File: config.mk
export PLATFORM = sky130hd
export DESIGN_NAME = fb_write_buffer
export DESIGN_NICKNAME = d
export VERILOG_FILES = /design/src/rtl/fb_pkg.sv /design/src/rtl/sync_fifo.sv /design/src/rtl/fb_write_buffer.sv
export SDC_FILE = /design/constraint.sdc
export NUM_CORES = 1
export LEC_CHECK = 0
export ABC_AREA = 1
export CORE_AREA = 5 5 171 173
export DETAILED_ROUTE_END_ITERATION = 8
export DIE_AREA = 0 0 176 178
export SYNTH_ARGS = -nofsm -noshare
export SYNTH_HDL_FRONTEND = slang
export SYNTH_SLANG_ARGS = --single-unit
File: constraint.sdc
create_clock -name clk -period 3.2 [get_ports clk]
set_clock_uncertainty 0.2 [all_clocks]
set_input_delay 0.64 -clock clk [delete_from_list [all_inputs] [get_ports clk]]
set_output_delay 0.64 -clock clk [all_outputs]
set_load 0.05 [all_outputs]
File: src/rtl/fb_pkg.sv
// Framebuffer geometry and pixel types shared by draw_line, the write buffer and the VGA reader.
package fb_pkg;

  localparam int FB_WIDTH  = 160;
  localparam int FB_HEIGHT = 120;
  localparam int X_W       = 8;
  localparam int Y_W       = 7;
  localparam int FB_ADDR_W = 15;

  typedef logic [FB_ADDR_W-1:0] fb_addr_t;

  typedef struct packed {
    logic [X_W-1:0] x;
    logic [Y_W-1:0] y;
  } fb_xy_t;

endpackage

File: src/rtl/sync_fifo.sv
// Show-ahead synchronous FIFO with occupancy output.
module sync_fifo #(
  parameter int WIDTH = 15,
  parameter int DEPTH = 16
) (
  input  logic                     clk,
  input  logic                     rst_n,
  input  logic                     push,
  input  logic                     pop,
  input  logic [WIDTH-1:0]         wdata,
  output logic [WIDTH-1:0]         rdata,
  output logic [$clog2(DEPTH):0]   level
);

  localparam int PW = $clog2(DEPTH);
  localparam int LW = PW + 1;

  logic [WIDTH-1:0] mem [DEPTH];
  logic [PW-1:0]    wr_ptr;
  logic [PW-1:0]    rd_ptr;

  always_ff @(posedge clk) begin
    if (push) mem[wr_ptr] <= wdata;
  end

  always_ff @(posedge clk or negedge rst_n) begin
    if (!rst_n) begin
      wr_ptr <= '0;
      rd_ptr <= '0;
      level  <= '0;
    end else begin
      if (push) wr_ptr <= wr_ptr + PW'(1);
      if (pop)  rd_ptr <= rd_ptr + PW'(1);
      if (push && !pop)
        level <= level + LW'(1);
      else if (pop && !push)
        level <= level - LW'(1);
    end
  end

  assign rdata = mem[rd_ptr];

endmodule

File: src/rtl/fb_write_buffer.sv
// Clips draw_line pixels, linearises them and queues SRAM writes gated by grant.
// Optional FB_WRITE_BUFFER_CLIP_CNT_EN adds a saturating clip_count output.
module fb_write_buffer
  import fb_pkg::*;
#(
  parameter int FB_WIDTH  = fb_pkg::FB_WIDTH,
  parameter int FB_HEIGHT = fb_pkg::FB_HEIGHT,
  parameter int DEPTH     = 16,
  parameter int ADDR_W    = fb_pkg::FB_ADDR_W
) (
  input  logic                      clk,
  input  logic                      rst_n,
  input  logic                      pix_valid,
  input  logic [X_W-1:0]            pix_x,
  input  logic [Y_W-1:0]            pix_y,
  output logic                      pix_ready,
  input  logic                      sram_grant,
  output logic                      sram_we,
  output logic [ADDR_W-1:0]         sram_addr,
  output logic                      sram_wdata,
  output logic                      clip_pulse,
`ifdef FB_WRITE_BUFFER_CLIP_CNT_EN
  output logic [15:0]               clip_count,
`endif
  output logic                      busy,
  output logic [$clog2(DEPTH):0]    level
);

  localparam int LW = $clog2(DEPTH) + 1;

  fb_xy_t            pix;
  logic              accept;
  logic              clip;
  logic              push;
  logic [ADDR_W-1:0] addr;

  assign pix = '{x: pix_x, y: pix_y};

  assign pix_ready = (level != LW'(DEPTH));
  assign accept    = pix_valid && pix_ready;
  assign clip      = (int'(pix.x) >= FB_WIDTH)
                  || (int'(pix.y) >= FB_HEIGHT);
  assign push      = accept && !clip;

  assign addr = ADDR_W'(pix.y) * ADDR_W'(FB_WIDTH)
              + ADDR_W'(pix.x);

  assign busy       = (level != '0);
  assign sram_we    = busy && sram_grant;
  assign sram_wdata = 1'b1;

  sync_fifo #(
    .WIDTH (ADDR_W),
    .DEPTH (DEPTH)
  ) u_fifo (
    .clk   (clk),
    .rst_n (rst_n),
    .push  (push),
    .pop   (sram_we),
    .wdata (addr),
    .rdata (sram_addr),
    .level (level)
  );

  always_ff @(posedge clk or negedge rst_n) begin
    if (!rst_n) clip_pulse <= 1'b0;
    else        clip_pulse <= accept && clip;
  end

`ifdef FB_WRITE_BUFFER_CLIP_CNT_EN
  always_ff @(posedge clk or negedge rst_n) begin
    if (!rst_n)
      clip_count <= '0;
    else if (accept && clip && clip_count != 16'hFFFF)
      clip_count <= clip_count + 16'd1;
  end
`endif

endmodule

# After elaboration in Yosys (flattened, before gate mapping)
# Memory sizes are Yosys's and may differ from the RTL's.
# Index checks and enable logic that the tools add are counted.
# totals
reg_bits	14
out_inout_bits	25
ram_bits	240
memories	1
# op_classes
reduce_logical	12
n_mux	4
n_lt_le_gt_ge	2
n_addsub	5
eq_ne	1
mul	1
# memory_table
memory	words	word_bits	read_ports	rd_ports_with_merged_regs	wr	line	source
u_fifo.mem	16	15	1	0	1	sync_fifo.sv:18	logic [WIDTH-1:0] mem [DEPTH];
# ops
operator	count
adder 15 x 8 -> 15 bit	1
multiplier 7 x 3 -> 10 bit (second input constant)	1
2-to-1 mux 5 bit	2
adder 4 x 1 -> 4 bit (second input constant)	2
greater-or-equal comparator 8 bit (second input constant)	1
greater-or-equal comparator 7 bit (second input constant)	1
logical AND 1 bit	6
adder 5 x 1 -> 5 bit (second input constant)	1
inequality test 5 bit (second input constant)	1
nonzero test 5 bit	1
subtractor 5 x 1 -> 5 bit (second input constant)	1
zero test 1 bit	3
2-to-1 mux 1 bit	2
nonzero test 2 bit	1
logical OR 1 bit	1

# Logic depth before layout (Yosys ltp)
# logic_depth
word_depth	8
mapped_depth	14

# By module
# A second synthesis with hierarchy kept.
# hier_totals
cells_unflattened	1186
hier_area_um2	11786.3
# modules_own_cells
mod	instances	cells_each	area_each_um2
sync_fifo	1	1067	11074.4
fb_write_buffer	1	119	711.9

# Worst setup path after synthesis
# OpenSTA, ideal clock, no wires.
# synth_path
path_type	register to register
from	reg u_fifo.level[0]
to	reg u_fifo.level[4]
arrival_time_ns	3.089
path_slack_ns	-0.172
n_path_buf	0
setup_ns	0.083
period_less_slack_ns	3.372
stages_incl_launch_ff	14
cell_sequence	dfrtp_1 > nor2_1 > nand4_1 > nand3_1 > clkinv_1 > ha_1 > inv_1 > ha_1 > nand2_1 > nand2_1 > a21oi_1 > xor2_1 > nand2_1 > o21ai_0
# synth_via
elab_chain_cells	6
elab_cells_between_ends	14
cone_classes	add/sub (2); eq/ne (1); mux (2); reduce/logical (9)
# synth_lines
element	line	source
from (decl)	sync_fifo.sv:12	output logic [$clog2(DEPTH):0] level
from (signal assigned)	sync_fifo.sv:35	level <= level + LW'(1);
from (signal assigned)	sync_fifo.sv:37	level <= level - LW'(1);
inequality test 5 bit *	fb_write_buffer.sv:39	assign pix_ready = (level != LW'(DEPTH));
net pix_ready	fb_write_buffer.sv:16	output logic pix_ready,
logical AND 1 bit *	fb_write_buffer.sv:40	assign accept = pix_valid && pix_ready;
logical AND 1 bit *	fb_write_buffer.sv:43	assign push = accept && !clip;
net push	fb_write_buffer.sv:34	logic push;
zero test 1 bit	sync_fifo.sv:36	else if (pop && !push)
logical AND 1 bit	sync_fifo.sv:36	
nonzero test 2 bit (no line)	n/a	
# The timed path passes the listed nets; every way through them passes the cells marked *. The select of a mux whose other input is x is not followed.
# A chain may end at the register's enable or synchronous reset.

# Worst setup path after layout
# layout_path
from	reg u_fifo.rd_ptr[0]
to	out sram_addr[7]
# layout_via
elab_chain_cells	1
# layout_lines
element	line	source
from (decl)	sync_fifo.sv:20	logic [PW-1:0] rd_ptr;
from (signal assigned)	sync_fifo.sv:33	if (pop) rd_ptr <= rd_ptr + PW'(1);
memory read (16 x 15 bit)	n/a	
to (decl)	fb_write_buffer.sv:19	output logic [ADDR_W-1:0] sram_addr,
# Every way passes these cells.

==> flow_metrics.env <==
export IMPL_hold_violations=0
export IMPL_hold_class="in -> async"
export IMPL_seq_power_share=0.336
export IMPL_critical_path_peak_fanout=24
export IMPL_drv_cap=0
export IMPL_cp_arrival_ns=2.24
export IMPL_grt_overflow_total=0
export IMPL_synth_xor_area_frac=0.01207
export IMPL_die_height_um=178
export IMPL_ff_latch_area_um2=7571
export IMPL_synth_compound_area_share=0.1198
export IMPL_die_x_um=176
export IMPL_worst_r2r_cell_count=12
export IMPL_antenna_cells=0
export IMPL_status="finished, final reports clean"
export IMPL_yosysUniqueCellTypes=27
export IMPL_coreArea_um2=27480
export IMPL_power_frac_clock=0.218
export IMPL_slew_headroom=0.5512
export IMPL_rows=61
export IMPL_finalSetupTns_ns=0
export IMPL_hold_buffers=0
export IMPL_synth_top_family_by_area="compound AO/OA/AOI/OAI gates"
export IMPL_p_sw_frac=0.3925
export IMPL_syn_inst=896
export IMPL_cellPowerDensity_nw_per_um2=944.0
export IMPL_antenna_found_initial=0
export IMPL_clk_latency_ns=0.53
export IMPL_synth_mux_area_frac=0
export IMPL_ys_ff_latch=254
export IMPL_yosys_area_share_adder=0.03082
export IMPL_grt_usage=0.1718
export IMPL_drt_total_wl_um=27890
export IMPL_p_comb_frac=0.446
export IMPL_grt_pass1_wl_um=41280
export IMPL_first_pass_iters=5
export IMPL_drive_above_1_share=0.1562
export IMPL_io_buffers=42
export IMPL_power_switching_mw=4.911
export IMPL_drv_slew=0
export IMPL_crit_type="reg -> out"
export IMPL_period_share=0.9621
export IMPL_drtIter0Drc=693
export IMPL_cp_startpoint="u_fifo.rd_ptr[0]$_DFFE_PN0P_"
export IMPL_drc=0
export IMPL_htreeDepth=1
export IMPL_start_util=0.3960
export IMPL_timing_fmax_mhz=324.8
export IMPL_power_leakage_nw=4.721
export IMPL_yosys_area_share_simple=0.1000
export IMPL_critical_path_slowest_cell="dfrtp_4"
export IMPL_cts_setup_buffers=0
export IMPL_cp_start_kind="register"
export IMPL_gp_congestion=0.8037
export IMPL_multi_input_area_um2=2930
export IMPL_syn2layout_area_growth_pct=21.80
export IMPL_avgSynthCellArea_um2=12.14
export IMPL_nets=1031
export IMPL_tightest_slew_ns=0.6727
export IMPL_finalSetupViolCount=0
export IMPL_fill_cells=2417
export IMPL_r2r_start="u_fifo.level[0]$_DFFE_PN0P_"
export IMPL_grt_pass1_vias=7130
export IMPL_cts_root_buf="clkbuf_16"
export IMPL_wl_per_cell_um=20.64
export IMPL_fin_crit_ns=3.079
export IMPL_synth_seq_area_share=0.6945
export IMPL_cpMostUsedCell="nor2_1"
export IMPL_setup_worst_path_end_class="output port"
export IMPL_clk_pin_slew_worst_paths_ns=0.06
export IMPL_intPower_mw=7.601
export IMPL_crit_chain="inv_4 -> buf_16 -> nor2_1 -> nor2_1 -> o21ai_0 -> o211ai_1 -> nand3_1 -> nand2_1 -> buf_12"
export IMPL_cts_buffers=26
export IMPL_ant_nets=0
export IMPL_synth_net_count=940
export IMPL_critPathMaxStageDelay_ns=0.55
export IMPL_ir_worst_vdd_uv=1070
export IMPL_crit_required_ns=2.36
export IMPL_grt_max_degree=151
export IMPL_dpl_hpwl_um=15500
export IMPL_num_vias=7349
export IMPL_cts_tree="built"
export IMPL_die_area_um2=31330
export IMPL_cts_buffer_depth=3
export IMPL_io_pins=44
export IMPL_clock_sinks=254
export IMPL_total_power_mw=12.51
export IMPL_netlist_area_um2=10880
export IMPL_vias_per_cell=5.440
export IMPL_ys_warn_count=0
## metrics by stage
| stage | hold WS, ns | util | setup WS [ns] | cells | instance area [µm²] |
|---|---|---|---|---|---|
| after CTS | 0.3232 | 0.4801 | 0.01186 | 1349 | 13190 |
| after floorplan | 0.1444 | - | 0.07061 | 896 | 10890 |
| after detailed placement | 0.3412 | 0.4503 | -0.6898 | 1302 | 12370 |
| final | 0.3159 | 0.4824 | 0.1214 | 1351 | 13250 |
| after global routing | 0.3500 | 0.4824 | -0.01161 | 1351 | 13250 |
| after global placement | 0.3263 | 0.4503 | -0.5777 | 1302 | 12370 |
## power groups by stage
stage	logic [mW]	registers [mW]	clock network, mW
floorplan	3.11	4.31	0
detailed placement	5.34	4.26	0
global route	6.02	4.23	2.92
finish	5.58	4.20	2.73
global placement	5.30	4.25	0
CTS	5.46	4.19	2.77
## area by class of cell
| type | instances | share of cell area |
|---|---|---|
| sequential | 254 | 0.5712 |
| clock buffer | 35 | 0.05315 |
| tap | 346 | 0.03266 |
| inverter | 57 | 0.01643 |
| multi-input combinational | 536 | 0.2211 |
| timing repair buffer | 112 | 0.1010 |
| clock inverter | 11 | 0.004437 |
## worst paths after layout
kind / endpoint / slack (ns)
setup / recovery: sram_addr[7] / 0.12
hold / removal: u_fifo.level[0]$_DFFE_PN0P_ / 0.32
setup reg to reg: u_fifo.level[3]$_DFFE_PN0P_ / 0.67
hold reg to reg: u_fifo.level[0]$_DFFE_PN0P_ / 0.34
max in group asynchronous: u_fifo.rd_ptr[0]$_DFFE_PN0P_ / 1.98
min in group clk: u_fifo.level[0]$_DFFE_PN0P_ / 0.34
## kinds of logic (layout without fill, tap and decap cells)
| group | count (synthesis) | in the layout |
|---|---|---|
| buffers and inverters | 106 | 215 |
| AO/OA/AOI/OAI | 228 | 228 |
| other | 1 | 1 |
| flip-flops | 254 | 254 |
| adder cells (fa/ha/maj) | 25 | 25 |
| AND/OR/NAND/NOR | 267 | 267 |
| XOR/XNOR | 15 | 15 |
## what timing repair did
action	in CTS	in global routing
gates resized for setup	3	7
setup endpoints to repair	33	15
gates cloned	1	2
## critical path, delay by kind of cell (launching register included)
family	cells	cell delay (ns)
buffers and inverters	3	0.54
DFF	1	0.55
and+or+nand+nor	4	0.43
AOI/OAI and AO/OA	2	0.18
## flip-flops by register name, indices dropped and copies added (netlist names)
register and flops:
clip_pulse 1, u_fifo.rd_ptr 4, u_fifo.mem 240, u_fifo.level 5
u_fifo.wr_ptr 4
## metal layers
metal / up-vias / routed length [µm] / GRT usage
li1: 3413 / - / -
met2: 276 / 13180 / 0.2867
met1: 3617 / 12020 / 0.2389
met4: 0 / 592 / 0.04029
met3: 43 / 2090 / 0.02734
met5: - / 0 / 0
## synthesized netlist by cell type
library cell / n / area (µm²)
o211ai_1: 60 / 450.4
xor2_1: 11 / 96.34
buf_4: 4 / 30.03
nand3_1: 45 / 225.2
buf_2: 15 / 75.07
nor2_1: 140 / 525.5
inv_1: 54 / 202.7
a31oi_1: 1 / 6.260
fa_1: 3 / 60.06
conb_1: 1 / 3.750
o21a_1: 1 / 7.510
o21ai_0: 120 / 600.6
dfrtp_1: 14 / 350.3
o21ai_2: 2 / 17.52
buf_6: 4 / 45.04
o22ai_1: 1 / 6.260
nand4_1: 5 / 31.28
inv_2: 1 / 3.750
xnor2_1: 4 / 35.03
clkinv_1: 2 / 7.510
nand2_1: 70 / 262.8
ha_1: 22 / 275.3
edfxtp_1: 240 / 7207
clkbuf_1: 26 / 97.59
nor2_2: 7 / 43.79
a21oi_1: 36 / 180.2
o21ai_1: 7 / 35.03
## placed cells by master (no fill, tap or decap), types with 2 or more instances in the layout
| cell type | count |
|---|---|
| nand2_1 | 66 |
| o211ai_1 | 60 |
| clkdlybuf4s50_1 | 26 |
| nor2_1 | 125 |
| clkbuf_1 | 7 |
| xor2_2 | 2 |
| dfrtp_4 | 2 |
| nor2_2 | 22 |
| o21ai_2 | 2 |
| buf_4 | 54 |
| buf_12 | 27 |
| a21oi_1 | 36 |
| edfxtp_1 | 240 |
| xor2_1 | 9 |
| clkinv_2 | 2 |
| nand3_1 | 44 |
| xnor2_1 | 4 |
| o21ai_1 | 7 |
| inv_1 | 54 |
| clkbuf_8 | 2 |
| fa_1 | 3 |
| ha_1 | 22 |
| dfrtp_1 | 7 |
| nand4_1 | 5 |
| nand2_2 | 4 |
| clkinv_1 | 9 |
| clkbuf_16 | 28 |
| buf_16 | 3 |
| o21ai_0 | 120 |
| dfrtp_2 | 5 |
Note: power is estimated with default switching activity, not from simulation.
